===== config.mk =====
export PLATFORM = sky130hd
export DESIGN_NAME = fetch_prefetch_unit_flat
export DESIGN_NICKNAME = d
export VERILOG_FILES = /design/src/rtl/fetch_prefetch_unit_if.sv /design/src/rtl/fetch_prefetch_unit.sv /design/src/flat_wrapper.sv
export SDC_FILE = /design/constraint.sdc
export NUM_CORES = 1
export LEC_CHECK = 0
export ABC_AREA = 1
export BUFFER_PORTS_ARGS = -buffer_cell sky130_fd_sc_hd__buf_2
export CAP_MARGIN = 20
export CELL_PAD_IN_SITES_DETAIL_PLACEMENT = 0
export CELL_PAD_IN_SITES_GLOBAL_PLACEMENT = 1
export CORE_UTILIZATION = 42
export DETAILED_ROUTE_END_ITERATION = 8
export PLACE_DENSITY = 0.81
export RECOVER_POWER = 50
export SYNTH_ARGS = -nofsm -noshare
export SYNTH_HDL_FRONTEND = slang
export SYNTH_SLANG_ARGS = --single-unit

===== constraint.sdc =====
create_clock -name clk -period 6.95 [get_ports clk]
set_clock_uncertainty 0.1 [all_clocks]
set_input_delay 1.0425 -clock clk [delete_from_list [all_inputs] [get_ports clk]]
set_output_delay 1.0425 -clock clk [all_outputs]
set_load 0.05 [all_outputs]

===== src/rtl/fetch_prefetch_unit_if.sv =====
// Bus bundle for fetch_prefetch_unit: imem request/response, redirect inputs and decode handoff.
// Optional FETCH_MISALIGN_TRAP_EN adds the fetch_misalign pulse to the bundle.
interface fetch_prefetch_unit_if #(
  parameter int unsigned XLEN   = 32,
  parameter int unsigned ADDR_W = 17
);
  logic              imem_req_valid;
  logic              imem_req_ready;
  logic [ADDR_W-1:0] imem_req_addr;
  logic              imem_rsp_valid;
  logic [XLEN-1:0]   imem_rsp_data;

  logic              br_en;
  logic              jal_en;
  logic              jalr_en;
  logic [XLEN-1:0]   imm;
  logic [XLEN-1:0]   redir_base_pc;
  logic [XLEN-1:0]   jalr_pc;

  logic              dec_valid;
  logic              dec_ready;
  logic [XLEN-1:0]   dec_instr;
  logic [XLEN-1:0]   dec_pc;
  logic [XLEN-1:0]   dec_pc4;

`ifdef FETCH_MISALIGN_TRAP_EN
  logic              fetch_misalign;

  modport master (
    output imem_req_valid, imem_req_addr,
    input  imem_req_ready, imem_rsp_valid, imem_rsp_data,
    input  br_en, jal_en, jalr_en, imm, redir_base_pc, jalr_pc,
    output dec_valid, dec_instr, dec_pc, dec_pc4,
    input  dec_ready,
    output fetch_misalign
  );

  modport slave (
    input  imem_req_valid, imem_req_addr,
    output imem_req_ready, imem_rsp_valid, imem_rsp_data,
    output br_en, jal_en, jalr_en, imm, redir_base_pc, jalr_pc,
    input  dec_valid, dec_instr, dec_pc, dec_pc4,
    output dec_ready,
    input  fetch_misalign
  );
`else
  modport master (
    output imem_req_valid, imem_req_addr,
    input  imem_req_ready, imem_rsp_valid, imem_rsp_data,
    input  br_en, jal_en, jalr_en, imm, redir_base_pc, jalr_pc,
    output dec_valid, dec_instr, dec_pc, dec_pc4,
    input  dec_ready
  );

  modport slave (
    input  imem_req_valid, imem_req_addr,
    output imem_req_ready, imem_rsp_valid, imem_rsp_data,
    output br_en, jal_en, jalr_en, imm, redir_base_pc, jalr_pc,
    input  dec_valid, dec_instr, dec_pc, dec_pc4,
    output dec_ready
  );
`endif
endinterface


===== src/rtl/fetch_prefetch_unit.sv =====
// Prefetching fetch stage: PC register, credit-limited imem requests, QDEPTH instruction queue,
// redirect flush with stale-response discard. Optional macro FETCH_MISALIGN_TRAP_EN.
module fetch_prefetch_unit #(
  parameter int unsigned     XLEN     = 32,
  parameter int unsigned     ADDR_W   = 17,
  parameter int unsigned     QDEPTH   = 4,
  parameter logic [XLEN-1:0] RESET_PC = '0
) (
  input logic                   clk,
  input logic                   rst_n,
  fetch_prefetch_unit_if.master bus
);

  localparam int unsigned PW = $clog2(QDEPTH);
  localparam int unsigned CW = PW + 1;

  localparam logic [0:0] StRun   = 1'b0;
  localparam logic [0:0] StDrain = 1'b1;

  // Control state
  logic [XLEN-1:0] r_pc;
  logic [0:0]      r_state;
  logic            r_active;
  logic [CW-1:0]   r_outstanding;
  logic [CW-1:0]   r_discard;

  // Instruction queue
  logic [XLEN-1:0] r_q_instr [QDEPTH];
  logic [XLEN-1:0] r_q_pc    [QDEPTH];
  logic [PW-1:0]   r_q_wptr;
  logic [PW-1:0]   r_q_rptr;
  logic [CW-1:0]   r_q_count;

  // PC of each outstanding request, in issue order
  logic [XLEN-1:0] r_pf_pc [QDEPTH];
  logic [PW-1:0]   r_pf_wptr;
  logic [PW-1:0]   r_pf_rptr;

  logic            w_redir;
  logic [XLEN-1:0] w_target_raw;
  logic [XLEN-1:0] w_target;
  logic [CW:0]     w_credit_sum;
  logic            w_req_valid;
  logic            w_req_fire;
  logic            w_rsp;
  logic            w_rsp_drop;
  logic            w_push;
  logic            w_pop;
  logic            w_dec_valid;
  logic [CW-1:0]   w_out_d;
  logic [CW-1:0]   w_discard_d;
  logic [0:0]      w_state_d;

  assign w_redir      = bus.jalr_en | bus.jal_en | bus.br_en;
  assign w_target_raw = bus.jalr_en ? bus.jalr_pc : (bus.redir_base_pc + bus.imm);
  assign w_target     = {w_target_raw[XLEN-1:2], 2'b00};

  // Queue entries plus in-flight requests never exceed QDEPTH, so a response always has a slot.
  assign w_credit_sum = {1'b0, r_q_count} + {1'b0, r_outstanding};
  assign w_req_valid  = r_active && (r_state == StRun) && (w_credit_sum < (CW+1)'(QDEPTH));
  assign w_req_fire   = w_req_valid & bus.imem_req_ready;

  assign w_rsp       = bus.imem_rsp_valid & (r_outstanding != '0);
  assign w_rsp_drop  = w_rsp & (r_discard != '0);
  assign w_push      = w_rsp & ~w_rsp_drop & ~w_redir;
  assign w_dec_valid = (r_q_count != '0) & ~w_redir;
  assign w_pop       = w_dec_valid & bus.dec_ready;

  assign w_out_d = r_outstanding + CW'(w_req_fire) - CW'(w_rsp);

  always_comb begin
    w_discard_d = r_discard;
    w_state_d   = r_state;
    if (w_redir) begin
      // Everything still in flight after this cycle belongs to the old path.
      w_discard_d = w_out_d;
      w_state_d   = (w_out_d != '0) ? StDrain : StRun;
    end else begin
      if (w_rsp_drop) begin
        w_discard_d = r_discard - CW'(1);
      end
      if ((r_state == StDrain) && (w_discard_d == '0)) begin
        w_state_d = StRun;
      end
    end
  end

  always_ff @(posedge clk or negedge rst_n) begin
    if (!rst_n) begin
      r_pc          <= RESET_PC;
      r_state       <= StRun;
      r_active      <= 1'b0;
      r_outstanding <= '0;
      r_discard     <= '0;
      r_q_wptr      <= '0;
      r_q_rptr      <= '0;
      r_q_count     <= '0;
      r_pf_wptr     <= '0;
      r_pf_rptr     <= '0;
    end else begin
      r_active      <= 1'b1;
      r_state       <= w_state_d;
      r_outstanding <= w_out_d;
      r_discard     <= w_discard_d;

      if (w_redir) begin
        r_pc <= w_target;
      end else if (w_req_fire) begin
        r_pc <= r_pc + XLEN'(4);
      end

      if (w_req_fire) begin
        r_pf_wptr <= r_pf_wptr + PW'(1);
      end
      if (w_rsp) begin
        r_pf_rptr <= r_pf_rptr + PW'(1);
      end

      if (w_redir) begin
        r_q_wptr  <= '0;
        r_q_rptr  <= '0;
        r_q_count <= '0;
      end else begin
        if (w_push) begin
          r_q_wptr <= r_q_wptr + PW'(1);
        end
        if (w_pop) begin
          r_q_rptr <= r_q_rptr + PW'(1);
        end
        r_q_count <= r_q_count + CW'(w_push) - CW'(w_pop);
      end
    end
  end

  // Storage needs no reset: outputs are gated by the valid flags.
  always_ff @(posedge clk) begin
    if (w_req_fire) begin
      r_pf_pc[r_pf_wptr] <= r_pc;
    end
    if (w_push) begin
      r_q_instr[r_q_wptr] <= bus.imem_rsp_data;
      r_q_pc[r_q_wptr]    <= r_pf_pc[r_pf_rptr];
    end
  end

  assign bus.imem_req_valid = w_req_valid;
  assign bus.imem_req_addr  = w_req_valid ? r_pc[ADDR_W+1:2] : '0;
  assign bus.dec_valid      = w_dec_valid;
  assign bus.dec_instr      = w_dec_valid ? r_q_instr[r_q_rptr] : '0;
  assign bus.dec_pc         = w_dec_valid ? r_q_pc[r_q_rptr] : '0;
  assign bus.dec_pc4        = w_dec_valid ? (r_q_pc[r_q_rptr] + XLEN'(4)) : '0;

`ifdef FETCH_MISALIGN_TRAP_EN
  logic r_misalign;

  always_ff @(posedge clk or negedge rst_n) begin
    if (!rst_n) begin
      r_misalign <= 1'b0;
    end else begin
      r_misalign <= w_redir && (w_target_raw[1:0] != 2'b00);
    end
  end

  assign bus.fetch_misalign = r_misalign;
`endif

endmodule


===== src/flat_wrapper.sv =====
// flat-port wrapper written by rule: the top's interface ports become plain ports
module fetch_prefetch_unit_flat 
#(
  parameter int unsigned     XLEN     = 32,
  parameter int unsigned     ADDR_W   = 17,
  parameter int unsigned     QDEPTH   = 4,
  parameter logic [XLEN-1:0] RESET_PC = '0
)
  (clk, rst_n, bus_imem_req_valid, bus_imem_req_addr, bus_imem_req_ready, bus_imem_rsp_valid, bus_imem_rsp_data, bus_br_en, bus_jal_en, bus_jalr_en, bus_imm, bus_redir_base_pc, bus_jalr_pc, bus_dec_valid, bus_dec_instr, bus_dec_pc, bus_dec_pc4, bus_dec_ready);
  fetch_prefetch_unit_if #(.XLEN(XLEN), .ADDR_W(ADDR_W)) bus_i ();
  input logic clk;
  input logic rst_n;
  output wire logic [$bits(bus_i.imem_req_valid)-1:0] bus_imem_req_valid;
  output wire logic [$bits(bus_i.imem_req_addr)-1:0] bus_imem_req_addr;
  input wire logic [$bits(bus_i.imem_req_ready)-1:0] bus_imem_req_ready;
  input wire logic [$bits(bus_i.imem_rsp_valid)-1:0] bus_imem_rsp_valid;
  input wire logic [$bits(bus_i.imem_rsp_data)-1:0] bus_imem_rsp_data;
  input wire logic [$bits(bus_i.br_en)-1:0] bus_br_en;
  input wire logic [$bits(bus_i.jal_en)-1:0] bus_jal_en;
  input wire logic [$bits(bus_i.jalr_en)-1:0] bus_jalr_en;
  input wire logic [$bits(bus_i.imm)-1:0] bus_imm;
  input wire logic [$bits(bus_i.redir_base_pc)-1:0] bus_redir_base_pc;
  input wire logic [$bits(bus_i.jalr_pc)-1:0] bus_jalr_pc;
  output wire logic [$bits(bus_i.dec_valid)-1:0] bus_dec_valid;
  output wire logic [$bits(bus_i.dec_instr)-1:0] bus_dec_instr;
  output wire logic [$bits(bus_i.dec_pc)-1:0] bus_dec_pc;
  output wire logic [$bits(bus_i.dec_pc4)-1:0] bus_dec_pc4;
  input wire logic [$bits(bus_i.dec_ready)-1:0] bus_dec_ready;
  assign bus_imem_req_valid = bus_i.imem_req_valid;
  assign bus_imem_req_addr = bus_i.imem_req_addr;
  assign bus_i.imem_req_ready = bus_imem_req_ready;
  assign bus_i.imem_rsp_valid = bus_imem_rsp_valid;
  assign bus_i.imem_rsp_data = bus_imem_rsp_data;
  assign bus_i.br_en = bus_br_en;
  assign bus_i.jal_en = bus_jal_en;
  assign bus_i.jalr_en = bus_jalr_en;
  assign bus_i.imm = bus_imm;
  assign bus_i.redir_base_pc = bus_redir_base_pc;
  assign bus_i.jalr_pc = bus_jalr_pc;
  assign bus_dec_valid = bus_i.dec_valid;
  assign bus_dec_instr = bus_i.dec_instr;
  assign bus_dec_pc = bus_i.dec_pc;
  assign bus_dec_pc4 = bus_i.dec_pc4;
  assign bus_i.dec_ready = bus_dec_ready;
  fetch_prefetch_unit #(.XLEN(XLEN), .ADDR_W(ADDR_W), .QDEPTH(QDEPTH), .RESET_PC(RESET_PC)) u_core (.clk(clk), .rst_n(rst_n), .bus(bus_i));
endmodule

# --- Word-level counts from Yosys, hierarchy flattened ---
# Memory sizes are Yosys's and may differ from the RTL's.
# Cells that the tools add are included.
word_totals:
  output_inout_bits: 115
  reg_bits: 51
  n_memories: 3
  ram_bits: 384
mem_list:
  columns: ["memory", "depth", "word_bits", "rd", "rd_clocked_by_memory_dff", "write_ports", "line", "text"]
  rows:
  - ["u_core.r_pf_pc", 4, 32, 1, 0, 1, "fetch_prefetch_unit.sv:35", "logic [XLEN-1:0] r_pf_pc [QDEPTH];"]
  - ["u_core.r_q_instr", 4, 32, 1, 0, 1, "fetch_prefetch_unit.sv:28", "logic [XLEN-1:0] r_q_instr [QDEPTH];"]
  - ["u_core.r_q_pc", 4, 32, 1, 0, 1, "fetch_prefetch_unit.sv:29", "logic [XLEN-1:0] r_q_pc [QDEPTH];"]
classes:
  order_cmp: 1
  bitwise_logic: 12
  mux: 22
  n_addsub: 13
  reduce_logical: 12
op_table:
  columns: ["operator", "count"]
  rows:
  - ["2-to-1 mux 32 bit", 6]
  - ["adder 32 x 3 -> 32 bit (second input constant)", 2]
  - ["adder 32 bit", 1]
  - ["2-to-1 mux 17 bit", 1]
  - ["2-to-1 mux 3 bit", 4]
  - ["nonzero test 3 bit", 4]
  - ["adder 2 x 1 -> 2 bit (second input constant)", 4]
  - ["2-to-1 mux 2 bit", 4]
  - ["nonzero test 2 bit", 4]
  - ["bitwise AND 1 bit", 7]
  - ["2-to-1 mux 1 bit", 7]
  - ["adder 3 x 1 -> 3 bit", 2]
  - ["subtractor 3 x 1 -> 3 bit", 2]
  - ["adder 3 x 3 -> 4 bit", 1]
  - ["< comparator 4 x 3 -> 1 bit (second input constant)", 1]
  - ["logical AND 1 bit", 3]
  - ["logical NOT 3 bit", 1]
  - ["NOT 1 bit", 3]
  - ["subtractor 3 x 1 -> 3 bit (second input constant)", 1]
  - ["bitwise OR 1 bit", 2]

# --- Longest topological paths before layout ---
depth:
  ltp_word: 9
  ltp_mapped: 17
  depth_no_buf: 15

# --- Worst setup path before layout ---
# OpenSTA, ideal clock, no wires.
synth_timing:
  path_kind: "input-to-reg"
  from: "in bus_jal_en"
  to: "mem u_core.r_q_instr[0][0] (enable)"
  setup_slack_ps: 1985
  t_arrival_ps: 4383
  stages: 5
  setup_ps: 482
  t_required_ps: 6368
  cell_sequence: "nor3_1 inv_1 nor2_1 inv_1 nor2_1"
synth_between:
  elab_chain_len: 6
synth_rtl:
  columns: ["element", "line", "text"]
  rows:
  - ["start, declared", "flat_wrapper.sv:19", "input wire logic [$bits(bus_i.jal_en)-1:0] bus_jal_en;"]
  - ["bitwise OR 1 bit (2 in series)", "fetch_prefetch_unit.sv:54", "assign w_redir = bus.jalr_en | bus.jal_en | bus.br_en;"]
  - ["NOT 1 bit", "fetch_prefetch_unit.sv:65", "assign w_push = w_rsp & ~w_rsp_drop & ~w_redir;"]
  - ["bitwise AND 1 bit", "fetch_prefetch_unit.sv:65", null]
  - ["2-to-1 mux 1 bit", "fetch_prefetch_unit.sv:140", "if (w_push) begin"]
  - ["2-to-1 mux 1 bit (not written as such)", "fetch_prefetch_unit.sv:141", "r_q_instr[r_q_wptr] <= bus.imem_rsp_data;"]
  - ["end, declared", "fetch_prefetch_unit.sv:28", null]
# No other way between the ends.

# --- Worst setup path in the final report ---
layout_timing:
  from: "in bus_jalr_en"
  to: "mem u_core.r_q_pc[1][20] (enable)"
layout_between:
  elab_chain_len: 6
layout_rtl:
  columns: ["element", "line", "text"]
  rows:
  - ["start, declared", "flat_wrapper.sv:20", "input wire logic [$bits(bus_i.jalr_en)-1:0] bus_jalr_en;"]
  - ["bitwise OR 1 bit (2 in series)", "fetch_prefetch_unit.sv:54", null]
  - ["NOT 1 bit", "fetch_prefetch_unit.sv:65", null]
  - ["bitwise AND 1 bit", "fetch_prefetch_unit.sv:65", null]
  - ["2-to-1 mux 1 bit", "fetch_prefetch_unit.sv:140", null]
  - ["2-to-1 mux 1 bit (not written as such)", "fetch_prefetch_unit.sv:142", "r_q_pc[r_q_wptr] <= r_pf_pc[r_pf_rptr];"]
  - ["end, declared", "fetch_prefetch_unit.sv:29", null]
# No other way between the ends.

==> results by group <==
Synth
  • Register area share after synthesis: 57.8%
  • Synthesized cell area: 0.0213 mm2
  • Post-synthesis cell count: 2,361
  • Mean Syn Cell Area: ~9 um2
  • Yosys cell types: 44
  • Register bit total from synthesis: 417
  • Synth warn: 0

Finish
  • Core Util, Final: 48.5%
  • Fill count: ~4,800
  • ANT cells: 0
  • Multi-input combinational cell area: about 0.0076 mm2
  • Storage element area: between 0.01 and 0.015 mm2
  • Layout Nets: 2,762
  • Post-route insts no fill: around 3,300
  • Most frequent cells in the layout: nand2_1 (509), nor2_1 (455), edfxtp_1 (368), inv_1 (245), buf_2 (211)
  • Syn-to-layout area delta: 14.2%
  • Commonest non-fill, non-tap cell in the layout: nand2_1
  • Share of cells above drive strength 1: 12.9%

Clock tree
  • Clock Tree Root: clkbuf_16
  • Maximum buffer depth of the clock tree: 3
  • Num CTS Buffers: 40
  • Post-CTS Resized: 0
  • Setup bufs post-CTS: 0
  • CTS tree: yes
  • Htree depth: 2
  • Clock Latency Late Sink: 0.54 ns
  • Clock-pin slew on the worst setup and hold paths: roughly 0.060 ns
  • Hold_buf cts: 0
  • Sink Count: ~420

Route
  • DR WL/cell: 16.9 um
  • Vias per inst: a little over 5
  • Via count: 16,500
  • DRC Markers: 0
  • Iteration-0 DRC Markers: 948
  • Final WL: 55,200 um
  • ANT nets after route: 0
  • Total iterations of the first detailed-routing run: 6

Setup path
  • Worst EP required: 7.07 ns
  • Worst endpoint data arrival time: 5.61 ns
  • Startpoint Class: input port
  • CP endpoint kind: flip-flop
  • Crit Path Max Fanout: 35
  • Crit Path Class: in -> reg

Global route
  • Vias in the first global route: 16,100
  • Initial antenna violation count: 0
  • Gr ovfl total: 0
  • First-pass GRT wire length: 86,000 um
  • Gr usage total: 21.6%
  • Largest net degree at the start of global routing: 76

Power
  • Comb power frac: between 15 and 20%
  • Pwr per Cell Area: 261 mW/mm2
  • Worst VDD drop: approximately 0.19 mV
  • Sw frac: 29.0%
  • Switch Pwr: 0.00183 W
  • Sequential share of power: 48.9%
  • Clock Power Share: 32.7%
  • Leak: 10.2 nW
  • Internal power: 0.00449 W

Floorplanning
  • Io pins: 251
  • Initial Util: 42.4%
  • Die H: 227 um
  • DIE AREA: a little over 0.05 mm2
  • CORE AREA: 0.0501 mm2
  • Rows: 82
  • Die extent in x: between 200 and 250 um

Job
  • # Max-Cap Violations: 2

Place
  • Place WS: 2.10 ns
  • IO Port Bufs: 244
  • Gpl congestion: 0.908
  • HPWL Detailed: 38,400 um
  • Placed cells: between 3,000 and 4,000

Timing
  • Final WS setup: roughly 1.5 ns
  • RSZ-0062 raised after global routing: false
  • Normalized max-slew margin: -91.1%
  • Minimum clock period: 5.48 ns
  • Final period util: 78.9%
  • Setup TNS: 0 ns
  • Maximum clock rate: 0.182 GHz
  • Max-slew violations: 75
  • # setup viols final: 0
  • Worst slew pin tran: 2.87 ns
  • Final Hold Viols: 0

Outcome
  • Status: finished, violations left
  • Failing checks: capacitance limit, slew limit

Worst hold path
  • Worst min path class: reg -> reg
## cell families (layout without fill, tap and decap cells)
group,count (synthesis),in the layout,share of synthesized area (%)
AOI/OAI and AO/OA,360,360,8.99
other,2,5,0.0353
and+or+nand+nor,1141,1141,21.7
xor gates and xnor gates,44,44,1.81
buffers and inverters,347,589,6.68
DFF,417,417,57.8
adders and majority gates,50,50,3.01
## final cells by class
cell class,instances,share of cell area (%)
timing repair buffer,263,5.42
multi-input combinational,1600,31.4
tap,672,3.47
clock buffer,50,4.36
clock inverter,22,0.804
sequential,417,50.6
inverter,254,3.94
## sequential cells by signal, summed over array words and instances, names as in the netlist
signal	cells
u_core.r_q_count	3
u_core.r_pc	30
u_core.r_state	1
u_core.r_discard	3
u_core.r_active	1
u_core.r_outstanding	3
u_core.r_pf_wptr	2
u_core.r_q_instr	128
u_core.r_pf_pc	120
u_core.r_q_wptr	2
u_core.r_pf_rptr	2
u_core.r_q_pc	120
u_core.r_q_rptr	2
## critical path, stage by stage
cell and delay, ns:
clkbuf_1 0.28, nor3_1 0.27, clkbuf_1 0.52, inv_1 0.08
clkbuf_1 0.52, nor2_1 0.43, inv_1 0.19, nor2_1 0.37
clkbuf_1 1.48, buf_12 0.34
## power groups by stage
stage / Combinational, W / Clock, W / Sequential [W]
global route: 0.00132 / 0.00220 / 0.00310
detailed placement: 0.00117 / 0 / 0.00314
global placement: 0.00113 / 0 / 0.00313
floorplan: 0.000800 / 0 / 0.00311
finish: 0.00116 / 0.00207 / 0.00309
CTS: 0.00117 / 0.00210 / 0.00309
## cell usage after synthesis (all sizes together)
cell type / instances / area [um2]
a211oi: 1 / 7.51
a21o: 1 / 7.51
a21oi: 102 / 510
a22oi: 3 / 22.5
a31oi: 7 / 43.8
a32o: 1 / 10.0
and2: 1 / 6.26
and3: 1 / 6.26
buf: 38 / 257
clkbuf: 55 / 206
clkinv: 3 / 11.3
conb: 2 / 7.51
dfrtp: 49 / 1230
edfxtp: 368 / 11100
fa: 2 / 40.0
ha: 48 / 601
inv: 251 / 945
nand2: 520 / 1980
nand3: 88 / 440
nand3b: 6 / 45.0
nand4: 10 / 62.6
nor2: 482 / 1880
nor3: 30 / 171
nor3b: 1 / 7.51
o211ai: 13 / 103
o21a: 1 / 7.51
o21ai: 199 / 996
o21bai: 2 / 15.0
o22ai: 30 / 188
or2: 2 / 12.5
xnor2: 13 / 114
xor2: 31 / 272
## per-layer routing
metal	wire, um	part of all wire, %	vias to the layer above	track usage, %
met4	1280	2.3	0	6.28
li1	-	-	8213	-
met3	2530	4.6	73	2.18
met2	27300	49	467	38.5
met1	24100	44	7719	27.8
met5	0	0	-	0
## stage by stage
| stage | hold WS (ns) | area, um2 | total power [W] |
|---|---|---|---|
| finish | 0.440 | 24300 | 0.00632 |
| global route | 0.462 | 24300 | 0.00662 |
| CTS | 0.445 | 24300 | 0.00636 |
| detailed placement | 0.431 | 23100 | 0.00431 |
| global placement | 0.413 | 23100 | 0.00426 |
| floorplan | 0.374 | 21300 | 0.00391 |
## final timing paths
path	to	startpoint	cells after the start	slack [ns]
worst max-delay path	u_core.r_q_pc[1][20]	bus_jalr_en	10	1.47
worst min-delay path	u_core.r_state	u_core.r_state	2	0.44
worst max register to register	u_core.r_pc[3]	u_core.r_q_count[1]	10	2.37
worst min register to register	u_core.r_state	u_core.r_state	2	0.44
max in group asynchronous	u_core.r_q_rptr[0]	rst_n	2	3.34
min in group asynchronous	u_core.r_q_rptr[1]	rst_n	2	1.41
No activity file was read; power rests on OpenSTA's default activity.
